**config.mk**
```make
export PLATFORM = sky130hd
export DESIGN_NAME = conv_pool2x2
export DESIGN_NICKNAME = d
export VERILOG_FILES = /design/src/rtl/cnn_pkg.sv /design/src/rtl/conv_pool2x2_requant_relu.sv /design/src/rtl/conv_pool2x2.sv
export SDC_FILE = /design/constraint.sdc
export NUM_CORES = 1
export LEC_CHECK = 0
export CAP_MARGIN = 20
export CORE_ASPECT_RATIO = 1.25
export CORE_MARGIN = 1.5
export CORE_UTILIZATION = 55
export DETAILED_ROUTE_END_ITERATION = 10
export MAX_ROUTING_LAYER = met4
export PLACE_DENSITY = 0.74
export SLEW_MARGIN = 30
export SYNTH_ARGS = -nofsm -noshare
export SYNTH_HDL_FRONTEND = slang
export SYNTH_SLANG_ARGS = --single-unit
```
**constraint.sdc**
```tcl
create_clock -name clk -period 5.29 [get_ports clk]
set_input_delay 1.058 -clock clk [delete_from_list [all_inputs] [get_ports clk]]
set_output_delay 1.058 -clock clk [all_outputs]
set_load 0.02 [all_outputs]
```
**src/rtl/cnn_pkg.sv**
```systemverilog
// Shared CNN datapath helpers: default sample width, saturation bounds,
// requantising shift/saturate and signed max.
package cnn_pkg;

    localparam int DEFAULT_DATA_WIDTH = 8;

    localparam int SAT_MAX = (1 << (DEFAULT_DATA_WIDTH - 1)) - 1;
    localparam int SAT_MIN = -(1 << (DEFAULT_DATA_WIDTH - 1));

    function automatic logic signed [31:0] sat_max(input int dw);
        return (32'sd1 <<< (dw - 1)) - 32'sd1;
    endfunction

    function automatic logic signed [31:0] sat_min(input int dw);
        return -(32'sd1 <<< (dw - 1));
    endfunction

    // Arithmetic (flooring) right shift followed by clamp to a dw-bit signed range.
    function automatic logic signed [31:0] sat_shift(
        input logic signed [31:0] x,
        input int                 shift,
        input int                 dw
    );
        logic signed [31:0] q;
        q = x >>> shift;
        if (q > sat_max(dw)) begin
            q = sat_max(dw);
        end else if (q < sat_min(dw)) begin
            q = sat_min(dw);
        end
        return q;
    endfunction

    function automatic logic signed [31:0] smax(
        input logic signed [31:0] a,
        input logic signed [31:0] b
    );
        return (a > b) ? a : b;
    endfunction

endpackage

```
**src/rtl/conv_pool2x2_requant_relu.sv**
```systemverilog
// Stage A: registered requantisation (shift, saturate, optional ReLU under
// CONV_POOL_RELU_EN) of the wide conv sum, with valid pass-through.
module requant_relu
    import cnn_pkg::*;
#(
    parameter int DATA_WIDTH = DEFAULT_DATA_WIDTH,
    parameter int SHIFT      = 7
) (
    input  logic                         clk,
    input  logic                         rst_n,
    input  logic                         in_valid,
    input  logic [2*DATA_WIDTH-1:0]      in_data,
    output logic                         out_valid,
    output logic signed [DATA_WIDTH-1:0] out_data
);

    logic signed [31:0]           sat_w;
    logic signed [DATA_WIDTH-1:0] q_next;

    always_comb begin
        sat_w = sat_shift(32'(signed'(in_data)), SHIFT, DATA_WIDTH);
`ifdef CONV_POOL_RELU_EN
        if (sat_w < 0) begin
            sat_w = '0;
        end
`endif
        q_next = sat_w[DATA_WIDTH-1:0];
    end

    always_ff @(posedge clk or negedge rst_n) begin
        if (!rst_n) begin
            out_valid <= 1'b0;
            out_data  <= '0;
        end else begin
            out_valid <= in_valid;
            if (in_valid) begin
                out_data <= q_next;
            end
        end
    end

endmodule

```
**src/rtl/conv_pool2x2.sv**
```systemverilog
// Requantise conv partial sums and 2x2 stride-2 max-pool them in raster order.
// Optional ReLU in the requant stage is enabled by defining CONV_POOL_RELU_EN.
module conv_pool2x2
    import cnn_pkg::*;
#(
    parameter int DATA_WIDTH = DEFAULT_DATA_WIDTH,
    parameter int IN_W       = 26,
    parameter int IN_H       = 26,
    parameter int SHIFT      = 7
) (
    input  logic                    clk,
    input  logic                    rst_n,
    input  logic                    conv_valid,
    input  logic [2*DATA_WIDTH-1:0] conv_out,
    output logic [DATA_WIDTH-1:0]   pool_out,
    output logic                    pool_valid,
    output logic                    frame_done
);

    localparam int CW   = $clog2(IN_W + 1);
    localparam int RW   = $clog2(IN_H + 1);
    localparam int LB_N = IN_W / 2;
    localparam int LBW  = (LB_N > 1) ? $clog2(LB_N) : 1;

    logic                         a_valid;
    logic signed [DATA_WIDTH-1:0] a_data;

    requant_relu #(
        .DATA_WIDTH (DATA_WIDTH),
        .SHIFT      (SHIFT)
    ) u_requant (
        .clk       (clk),
        .rst_n     (rst_n),
        .in_valid  (conv_valid),
        .in_data   (conv_out),
        .out_valid (a_valid),
        .out_data  (a_data)
    );

    logic [CW-1:0]                col;
    logic [RW-1:0]                row;
    logic signed [DATA_WIDTH-1:0] h_reg;
    logic [DATA_WIDTH-1:0]        lb [LB_N];

    logic                         col_last;
    logic                         row_last;
    logic                         h_wr;
    logic                         lb_wr;
    logic                         out_fire;
    logic [LBW-1:0]               lb_idx;
    logic signed [31:0]           m_w;
    logic signed [31:0]           win_w;
    logic signed [DATA_WIDTH-1:0] m_next;
    logic signed [DATA_WIDTH-1:0] win_next;

    always_comb begin
        col_last = (col == CW'(IN_W - 1));
        row_last = (row == RW'(IN_H - 1));
        // An even last column only exists for odd IN_W, and is dropped.
        h_wr     = a_valid && !col[0] && !col_last;
        // An even last row only exists for odd IN_H; it never pairs, so skip it.
        lb_wr    = a_valid && col[0] && !row[0] && !row_last;
        out_fire = a_valid && col[0] && row[0];
        lb_idx   = LBW'(col >> 1);
        m_w      = smax(32'(h_reg), 32'(a_data));
        m_next   = m_w[DATA_WIDTH-1:0];
        win_w    = smax(32'(signed'(lb[lb_idx])), 32'(m_next));
        win_next = win_w[DATA_WIDTH-1:0];
    end

    always_ff @(posedge clk or negedge rst_n) begin
        if (!rst_n) begin
            col        <= '0;
            row        <= '0;
            h_reg      <= '0;
            pool_out   <= '0;
            pool_valid <= 1'b0;
            frame_done <= 1'b0;
        end else begin
            pool_valid <= out_fire;
            pool_out   <= out_fire ? win_next : '0;
            frame_done <= a_valid && col_last && row_last;
            if (h_wr) begin
                h_reg <= a_data;
            end
            if (a_valid) begin
                if (col_last) begin
                    col <= '0;
                    row <= row_last ? '0 : row + RW'(1);
                end else begin
                    col <= col + CW'(1);
                end
            end
        end
    end

    // Line buffer holds no reset so it can map onto plain RAM.
    always_ff @(posedge clk) begin
        if (lb_wr) begin
            lb[lb_idx] <= m_next;
        end
    end

endmodule

```
Yosys cells after proc, flatten, opt, wreduce, memory -nomap -nowiden

Memory sizes are Yosys's and may differ from the RTL's.
Cells that the tools add are included.

Memory bits (writable): 104
Memories kept: 1
Logic and storage cells: 39
Output and inout bits: 10
Register bits after elaboration: 37
Input port bits: 19

Memories:

| name | depth | width | rd ports | clocked after memory_dff | wr ports | RTL line           | RTL |
|---|---|---|---|---|---|---|---|
| lb   | 13    | 8     | 1        | 0                        | 1        | conv_pool2x2.sv:43 | `logic [DATA_WIDTH-1:0] lb [LB_N];` |

Muxes and demuxes: 9
Magnitude comparators: 4
Equal/unequal tests: 2
Reduce and logical (&&, ||, !) cells: 13
$add $sub $neg: 2

Operators with widths:

| cell                                                                         | count |
|---|---|
| 8-bit two-way mux                                                            | 5 |
| 8-bit > comparator                                                           | 2 |
| 5-bit by 1-bit adder with 5-bit output, second input constant                | 2 |
| 5-bit equality test, second input constant                                   | 2 |
| 5-bit two-way mux                                                            | 2 |
| 9-bit by 8-bit > comparator with 1-bit output, second input constant         | 1 |
| 9-bit by 8-bit less-than comparator with 1-bit output, second input constant | 1 |
| 1-bit logical AND                                                            | 8 |
| 1-bit logical NOT                                                            | 4 |
| 1-bit two-way mux                                                            | 2 |
| 2-bit AND reduction                                                          | 1 |

Longest topological paths before layout

Depth in word-level cells: 5
Gate-level depth with buffers: 18

Hierarchy

A second synthesis with hierarchy kept.

Cell total of the unflattened synthesis: 437
Area, all modules: 6490.0 um^2

Modules (own cells, without submodules):

| module       | instances | seq. area each (um^2) | area an instance (um^2) | cells an instance |
|---|---|---|---|---|
| conv_pool2x2 | 1         | 3823.7                | 6087.1                  | 396 |
| requant_relu | 1         | 225.2                 | 402.9                   | 41 |

Least setup slack after synthesis

Ideal clock, no wire load.

Kind: register to register
From: register u_requant.out_data[2]
To: register pool_out[1]
Stages on the path, launching flop included: 17
Buffers on the path: 0
Data arrival time: 3.826 ns
Slack: 1.344 ns
Clock period less this slack: 3.946 ns
Path through: dfrtp_1 inv_1 ha_1 and4_1 nor2b_1 a211oi_2 nor2_4 o21ai_0 ha_1 nand2_1 or2_2 nand2_1 and3_1 o41a_1 o22ai_2 nand2_1 a31o_1

Word-level cells in the longest chain between the ends: 5

RTL lines:

| what                   | RTL line                        | RTL |
|---|---|---|
| from (decl)            | conv_pool2x2_requant_relu.sv:14 | `output logic signed [DATA_WIDTH-1:0] out_data` |
| from (signal assigned) | conv_pool2x2_requant_relu.sv:37 | `out_data <= q_next;` |
| 8-bit > comparator     | cnn_pkg.sv:38                   | `return (a > b) ? a : b;` |
| 8-bit two-way mux      | cnn_pkg.sv:38                   |  |
| via m_w[0]             | conv_pool2x2.sv:51              | `logic signed [31:0] m_w;` |
| 8-bit > comparator     | cnn_pkg.sv:38                   |  |
| 8-bit two-way mux      | cnn_pkg.sv:38                   |  |
| 8-bit two-way mux      | conv_pool2x2.sv:81              | `pool_out <= out_fire ? win_next : '0;` |
| to (signal assigned)   | conv_pool2x2.sv:81              |  |
| to (decl)              | conv_pool2x2.sv:15              | `output logic [DATA_WIDTH-1:0] pool_out,` |

The timed path passes the listed nets, and every way through them passes these cells.
A chain may end at the register's enable or synchronous reset.

Worst setup path after layout

From: register u_requant.out_data[5]
To: register pool_out[5]

Word-level cells in the longest chain between the ends: 5

RTL lines:

| what                  | RTL line |
|---|---|
| 8-bit > comparator    | cnn_pkg.sv:38 |
| 8-bit two-way mux (*) | cnn_pkg.sv:38 |
| 8-bit > comparator    | cnn_pkg.sv:38 |
| 8-bit two-way mux (*) | cnn_pkg.sv:38 |
| 8-bit two-way mux (*) | conv_pool2x2.sv:81 |

Every way passes the cells marked *; elsewhere a longest branch is shown, timed or not.

==> results.cfg <==
[setup_path]
cp-end-kind = flip-flop
crit_type = flip-flop to flip-flop
required_ns = 5.59
cp.arrival_ns = 4.52
start_kind = flip-flop
crit_fanout = 10
reg2reg_depth = 16

[logic_synthesis]
synthDistinctLibCells = 49
synthXorXnorAreaFrac_pct = 0
synth_top_area_share_pct = 50.78
netlist_instances = 395
synth_area_leaders = edfxtp_1, dfrtp_1, mux4_2, ha_1, o21ai_0
synth.net_count = 432
ys_warn_count = 0
synth_top_cell_by_area = edfxtp_1
muxShareOfSynthArea_pct = 12.86
ys.flop_type = edfxtp_1
synthAdderAreaFrac_pct = 3.662
ys_ff_latch = 141
synth_edf_count = 104
syn_area_um2 = 6150
ys_seq_area_share_pct = 65.84
postSynthAreaPerCell_um2 = 15.57
async_flop_share_pct = 26.24
synth_top_family_by_area = multiplexers
synth_simple_gate_area_share_pct = 7.040
synth_compound_area_share_pct = 8.240

[cells_and_area]
syn2layout_area_growth_pct = 14.97
drive_above_1_share_pct = 19.13
fin_cells = 574
num-fill-cells = 772
layout_common_cells = edfxtp_1, dfrtp_1, mux4_2, nand2_1
final_common_cell = edfxtp_1
largest_reg_flops = 104
layout.nets = 463
antenna_cells = 0
largest_register = lb

[power]
p_int_mw = 2.698
cellLeakagePower_nw = 2.598
powerDensity_nw_per_um2 = 595.7
ir_worst_vdd_mv = 0.2618
clkPwrFrac_pct = 26.7
swShare_pct = 35.96
net-switching-power_mw = 1.515
pwr-share-comb_pct = 35.5
power.share.sequential_pct = 37.8

[grt]
top_usage_layer = met2
grt_usage_pct = 22.46
antenna_found_initial = 0
grt_pass1_vias = 3676
grt_max_degree = 38
grt_use_met1_pct = 26.30
grt_util_met2_pct = 37.41
use_met3_pct = 5.991
grt_first_pass_wirelength_mm = 19.21
grt_overflow = 0

[clock_network]
clock-sinks = 141
cts-root-buf = clkbuf_16
clkTransAtPathRegs_ns = 0.06
cts-resized-gates = 0
cts_buffers = 17
insertion_delay_ns = 0.42
clockBufferDepth = 2
cts_tree = yes
cts_hold_buf = 0
cts_setup_buffers = 0
htree_num_levels = 4

[sta]
rsz0062_at_grt = false
setup_tns_ns = 0
finClkSkew_ns = 0.01443
fin_crit_ns = 4.214
tightestPinTransition_ns = 0.8589
hold_viol = 0
hold_ws_ns = 0.5193
setup_ws_ns = 1.076
fmax_mhz = 237.3
relSlewSlack_pct = 42.53
post-route-period-util_pct = 79.65
report.final.slew_viol_count = 0
setup-violations-final = 0

[placement]
dp.cells = 542
port_buffers = 21
dp_hpwl_mm = 8.064
gp_congestion = 0.9629
dp_slack_ns = 1.089

[die]
num_rows = 43
io_pins = 29
coreArea_um2 = 10980
die_h_um = 121.2
die_width_um = 97.58
die-area_um2 = 11830
start_util_pct = 56.03

[route]
vias = 3492
drc = 0
drtAntennaViolNets = 0
vias_per_cell = 6.084
finalWirelength_mm = 11.59
firstDrtPassIters = 5
post_drt_wl_per_cell_um = 20.19
drt_iter0_drc = 185

[outcome]
status = finished, final reports clean

[worst_hold_path]
holdPathStages = 2
hold_path.class = flip-flop to flip-flop

[job]
drv_cap = 0
[power groups by stage]
stage / sequential (mW) / combinational [mW] / clock, mW
5_1_grt: 1.61 / 1.66 / 1.19
3_5_place_dp: 1.61 / 1.49 / 0
3_3_place_gp: 1.61 / 1.43 / 0
6_report: 1.59 / 1.50 / 1.12
4_1_cts: 1.59 / 1.50 / 1.14
2_1_floorplan: 1.57 / 1.12 / 0
[cells in the mapped netlist, types with 3 or more instances]
library cell and number:
a211oi_1 3, a21o_1 6, a21oi_1 9, clkbuf_1 8, dfrtp_1 37, edfxtp_1 104
ha_1 18, inv_1 23, mux2_2 4, mux2i_1 7, mux4_2 30, nand2_1 29
nand3_1 12, nand4_1 3, nor2_1 20, nor2b_1 3, nor3_1 6, o211ai_1 8
o21ai_0 23, o22ai_1 4, or3_1 3
[final cells by class]
class | instances | area [µm²] | share of cell area [%]
timing repair buffer | 25 | 235.2 | 3.327
tap | 135 | 168.9 | 2.389
clock buffer | 17 | 425.4 | 6.017
sequential | 141 | 4050 | 57.28
clock inverter | 15 | 140.1 | 1.982
inverter | 24 | 90.09 | 1.274
multi-input combinational | 217 | 1961 | 27.73
[layer usage]
| metal | routed length [µm] | up-vias |
|---|---|---|
| met5 | 0 | - |
| met4 | 256 | 0 |
| met3 | 481 | 24 |
| met2 | 6175 | 97 |
| met1 | 4675 | 1769 |
| li1 | - | 1602 |
[critical path: stages, from the launching register on]
cell and delay, ns:
dfrtp_1 0.35, inv_1 0.06, ha_1 0.30, a21o_1 0.21
a2111oi_4 0.35, a211oi_2 0.11, nor2_4 0.30, mux2i_1 0.41
ha_1 0.31, nand4_1 0.13, or2_2 0.17, nand2_1 0.07
and3_1 0.20, o41a_1 0.41, o22ai_2 0.20, nand2_1 0.22
a211oi_1 0.30
[path summary, 6_finish.rpt]
path	startpoint	end	slack [ns]
setup reg to reg	u_requant.out_data[5]	pool_out[5]	1.08
hold reg to reg	h_reg[5]	h_reg[5]	0.52
setup / recovery	u_requant.out_data[5]	pool_out[5]	1.08
min in group asynchronous	rst_n	pool_out[1]	0.73
max in group asynchronous	rst_n	col[2]	4.00
hold / removal	h_reg[5]	h_reg[5]	0.52
[through the flow]
step | total power [mW] | util, % | instance area, µm²
floorplan | 2.684 | - | 6150
global placement | 3.040 | 59.21 | 6499
detailed placement | 3.104 | 59.22 | 6500
CTS | 4.234 | 64.38 | 7066
global route | 4.458 | 64.42 | 7071
finish | 4.212 | 64.42 | 7071
[logic make-up after synthesis]
| family | Yosys count |
|---|---|
| DFF | 141 |
| and+or+nand+nor | 89 |
| AOI/OAI and AO/OA | 69 |
| muxes | 41 |
| buffers and inverters | 37 |
| adders and majority gates | 18 |
No activity file was read; power rests on OpenSTA's default activity.
